## config.mk

```make
export PLATFORM = sky130hd
export DESIGN_NAME = enc64_seq
export DESIGN_NICKNAME = d
export VERILOG_FILES = /design/src/rtl/enc64_seq.sv
export SDC_FILE = /design/constraint.sdc
export NUM_CORES = 1
export LEC_CHECK = 0
export CORE_MARGIN = 2
export CORE_UTILIZATION = 40
export DETAILED_ROUTE_END_ITERATION = 10
export GPL_TIMING_DRIVEN = 0
export PLACE_DENSITY_LB_ADDON = 0.2
export SLEW_MARGIN = 20
export SYNTH_ARGS = -nofsm -noshare
export SYNTH_HDL_FRONTEND = slang
export SYNTH_SLANG_ARGS = --single-unit
```

## constraint.sdc

```tcl
create_clock -name clk -period 7.8 [get_ports clk]
set_input_delay 0.78 -clock clk [delete_from_list [all_inputs] [get_ports clk]]
set_output_delay 0.78 -clock clk [all_outputs]
set_load 0.03 [all_outputs]
```

## src/rtl/enc64_seq.sv

```systemverilog
// Sequential 2^W-to-W encoder: captures a request vector and streams the index of
// every set bit over a valid/ready handshake, in lowest- or highest-first order.
module enc64_seq #(
    parameter int W        = 6,
    parameter bit PRI_HIGH = 1'b0
) (
    input  logic              clk,
    input  logic              rst,
    input  logic              load,
    input  logic [2**W-1:0]   req,
    output logic              busy,
    output logic              valid,
    output logic [W-1:0]      o,
    input  logic              ready,
    output logic [W:0]        cnt,
    output logic              done
);

    localparam int N = 2**W;

    typedef enum logic {
        IDLE = 1'b0,
        EMIT = 1'b1
    } state_t;

    state_t           state_reg;
    logic [N-1:0]     pend_reg;
    logic             busy_reg;
    logic             valid_reg;
    logic [W-1:0]     o_reg;
    logic [W:0]       cnt_reg;
    logic             done_reg;

    logic [N-1:0]     pend_clr;
    logic [N-1:0]     enc_in;
    logic [N-1:0]     enc_vec;
    logic [W-1:0]     enc_low;
    logic [W-1:0]     enc_idx;
    logic [W:0]       cnt_load;
    logic             handshake;
    logic             last_beat;

    // Pending vector with the index currently on o removed.
    generate
        for (genvar gi = 0; gi < N; gi++) begin : g_clr
            assign pend_clr[gi] = pend_reg[gi] & (o_reg != W'(gi));
        end
    endgenerate

    // The encoder always looks at the value pend takes next, so o is registered
    // straight from it and ready never reaches o combinationally.
    assign enc_in = (state_reg == IDLE) ? req : pend_clr;

    // High-first priority is handled by bit-reversing into a low-first encoder.
    generate
        for (genvar gi = 0; gi < N; gi++) begin : g_order
            if (PRI_HIGH) begin : g_rev
                assign enc_vec[gi] = enc_in[N-1-gi];
            end else begin : g_fwd
                assign enc_vec[gi] = enc_in[gi];
            end
        end
    endgenerate

    always_comb begin
        enc_low = '0;
        for (int i = N - 1; i >= 0; i--) begin
            if (enc_vec[i]) begin
                enc_low = W'(i);
            end
        end
    end

    generate
        if (PRI_HIGH) begin : g_idx_rev
            assign enc_idx = W'(N - 1) - enc_low;
        end else begin : g_idx_fwd
            assign enc_idx = enc_low;
        end
    endgenerate

    always_comb begin
        cnt_load = '0;
        for (int i = 0; i < N; i++) begin
            cnt_load = cnt_load + (W+1)'(req[i]);
        end
    end

    assign handshake = valid_reg & ready;
    assign last_beat = (cnt_reg == (W+1)'(1));

    always_ff @(posedge clk) begin
        if (rst) begin
            state_reg <= IDLE;
            pend_reg  <= '0;
            busy_reg  <= 1'b0;
            valid_reg <= 1'b0;
            o_reg     <= '0;
            cnt_reg   <= '0;
            done_reg  <= 1'b0;
        end else begin
            done_reg <= 1'b0;
            case (state_reg)
                IDLE: begin
                    if (load) begin
                        if (req != '0) begin
                            state_reg <= EMIT;
                            pend_reg  <= req;
                            busy_reg  <= 1'b1;
                            valid_reg <= 1'b1;
                            o_reg     <= enc_idx;
                            cnt_reg   <= cnt_load;
                        end else begin
                            done_reg  <= 1'b1;
                        end
                    end
                end
                EMIT: begin
                    if (handshake) begin
                        if (last_beat) begin
                            state_reg <= IDLE;
                            pend_reg  <= '0;
                            busy_reg  <= 1'b0;
                            valid_reg <= 1'b0;
                            cnt_reg   <= '0;
                            done_reg  <= 1'b1;
                        end else begin
                            pend_reg  <= pend_clr;
                            o_reg     <= enc_idx;
                            cnt_reg   <= cnt_reg - (W+1)'(1);
                        end
                    end
                end
                default: begin
                    state_reg <= IDLE;
                end
            endcase
        end
    end

    assign busy  = busy_reg;
    assign valid = valid_reg;
    assign o     = o_reg;
    assign cnt   = cnt_reg;
    assign done  = done_reg;

endmodule

```

==> out/metrics.yaml <==
status: "finished, final reports clean"
antenna_found_initial: 0
synth_seq_cells: 80
skew_ns: 0.00751
synth_ff_type: "dfxtp_1"
vias: 8589
clockRootBuffer: "clkbuf_16"
finalSetupViolCount: 0
end_kind: "register"
clockBufferDepth: 2
areaGrowthSynthToFinish_pct: 18.3
required_ns: 8.07
drive_above_1_share_pct: 9.33
finalHoldViolCount: 0
cts-buffers-inserted: 9
die-height_um: 145
numPortBuffers: 82
tightest_slew_ns: 1.00
rsz0062_at_grt: "no"
ioPinCount: 84
power.density_nw_per_um2: 418
finalCriticalPeriod_ns: 7.02
max_freq_ghz: 0.142
grt_usage_pct: 33.3
clock_sinks: 80
hpwl_um: 27600
worstPathArrival_ns: 7.29
synth_edf_count: 0
grt-ovfl-total: 0
syn-cell-area_um2: 7950
fp.dieArea_um2: 21000
final_util_pct: 48.3
grt_max_degree: 13
rr_startpoint: "o[1]"
grt_pass1_wl_um: 52400
cts.reportedPaths.clkPinSlew_ns: 0.07
drt-initial-drc-count: 975
finalSetupTns_ns: 0
cts_tree: "done"
cts_setup_buffers: 0
fp-row-count: 51
critPathLaunchType: "input pin"
drc: 0
yosysWarnings: 0
maxCapViolCount: 0
ys_top_cells_by_area: "dfxtp_1, fa_1, a21oi_1"
diodes: 0
wl_um: 35200
via_per_inst: 6.17
fin_crit_sh_pct: 90.0
min-delay-path-class: "register to register"
core_area_um2: 19500
synthDistinctLibCells: 80
ys_seq_area_share_pct: 20.2
holdBufCountCts: 0
report.final.slew_viol_count: 0
startpoint: "req[59]"
first_pass_iters: 7
die_w_um: 145
wl_per_cell_um: 25.3
grt_pass1_vias: 8208
cts_resized: 0
reg2reg_slack_ns: 4.23
path_max_fanout: 4
min_from: "pend_reg[56]"
syn_avg_cell_area_um2: 7.72
drtAntennaViolNets: 0
maxSlewHeadroom_pct: 33.3
p_leak_nw: 3.71
netlist.area_leader.share_pct: 20.2
synth_top_area_cell: "dfxtp_1"
netlist_instances: 1029
syn-num-nets: 1169
htreeDepth: 3
critical_path_class: "input pin to register"
final_nets: 1262
start_util_pct: 40.8
gp_congestion: 0.995
async_reset_ff_share_pct: 0
clk_latency_ns: 0.35
irDropWorstVdd_mv: 0.942
final_cell_mix: "a21oi_1, nor2_1, inv_1, nand2_1, clkdlybuf4s50_1"
largest_register_ffs: 64
mostFrequentLayoutCell: "a21oi_1"
==> synthesized netlist by cell type, drive strengths merged, types with 22 or more instances <==
library cell / instances
nor2b: 25
o21ai: 24
nor2: 115
nor4: 23
buf: 40
a31oi: 37
inv: 96
nand2b: 26
a211oi: 23
mux2i: 27
nand2: 92
clkbuf: 28
dfxtp: 80
a21oi: 123
fa: 54
nand3: 22
==> cell families after synthesis <==
logic type / count (synthesis) / synth area share, %
buffers and inverters: 165 / 9.37
xor gates and xnor gates: 4 / 0.441
adders and majority gates: 72 / 16.4
DFF: 80 / 20.2
AOI/OAI and AO/OA: 287 / 23.6
and+or+nand+nor: 394 / 26.6
muxes: 27 / 3.40
==> worst paths after layout <==
path                                      to  cells after the start
worst max-delay path                  cnt[6]                     26
worst min-delay path            pend_reg[56]                      2
worst max register to register          o[0]                      9
worst min register to register  pend_reg[56]                      2
==> stage by stage <==
step | worst slack, ns | instances | instance area, um^2 | hold slack, ns | total power [W]
after floorplan | 1.48 | 1029 | 7950 | 0.432 | 0.00276
after detailed placement | 0.488 | 1376 | 9100 | 0.443 | 0.00344
final | 0.779 | 1391 | 9400 | 0.451 | 0.00393
after global routing | 0.502 | 1391 | 9400 | 0.467 | 0.00434
after CTS | 0.780 | 1391 | 9400 | 0.452 | 0.00396
after global placement | 0.484 | 1376 | 9100 | 0.440 | 0.00343
==> per-layer routing <==
metal | up-vias | global-route usage [%] | part of all wire, %
met5 | - | 0 | 0
met4 | 0 | 20.1 | 6.9
met3 | 127 | 8.08 | 11
met2 | 574 | 49.6 | 42
met1 | 4071 | 43.6 | 40
li1 | 3817 | - | -
==> worst max-delay path, stage by stage <==
cell	delay, ns
clkdlybuf4s50_1	0.55
inv_1	0.09
fa_1	0.50
fa_1	0.53
inv_1	0.06
fa_1	0.49
inv_1	0.06
fa_1	0.53
inv_1	0.06
fa_1	0.47
inv_1	0.05
fa_1	0.47
fa_1	0.52
fa_1	0.41
inv_1	0.07
ha_1	0.17
inv_1	0.07
fa_1	0.45
inv_1	0.07
a21oi_1	0.06
o21bai_1	0.20
a21o_1	0.15
a21oi_1	0.07
nor2_1	0.09
o21ai_0	0.09
a21oi_1	0.21
==> report_power, final <==
group	leakage (nW)	internal [W]	total, W	switching [W]
registers	0.655	0.000456	0.000489	0.0000337
clock network	0.149	0.000279	0.000469	0.000191
logic	2.91	0.00136	0.00297	0.00161
==> area by class of cell <==
cell class | count | area [um^2]
Multi-Input combinational cell | 784 | 5600
Fill cell | 1980 | 10100
Timing Repair Buffer | 82 | 821
Clock buffer | 11 | 233
Inverter | 97 | 364
Clock inverter | 4 | 70.1
Sequential cell | 80 | 1600
Buffer | 68 | 380
Tap cell | 265 | 332
Note: power is estimated with default switching activity, not from simulation.
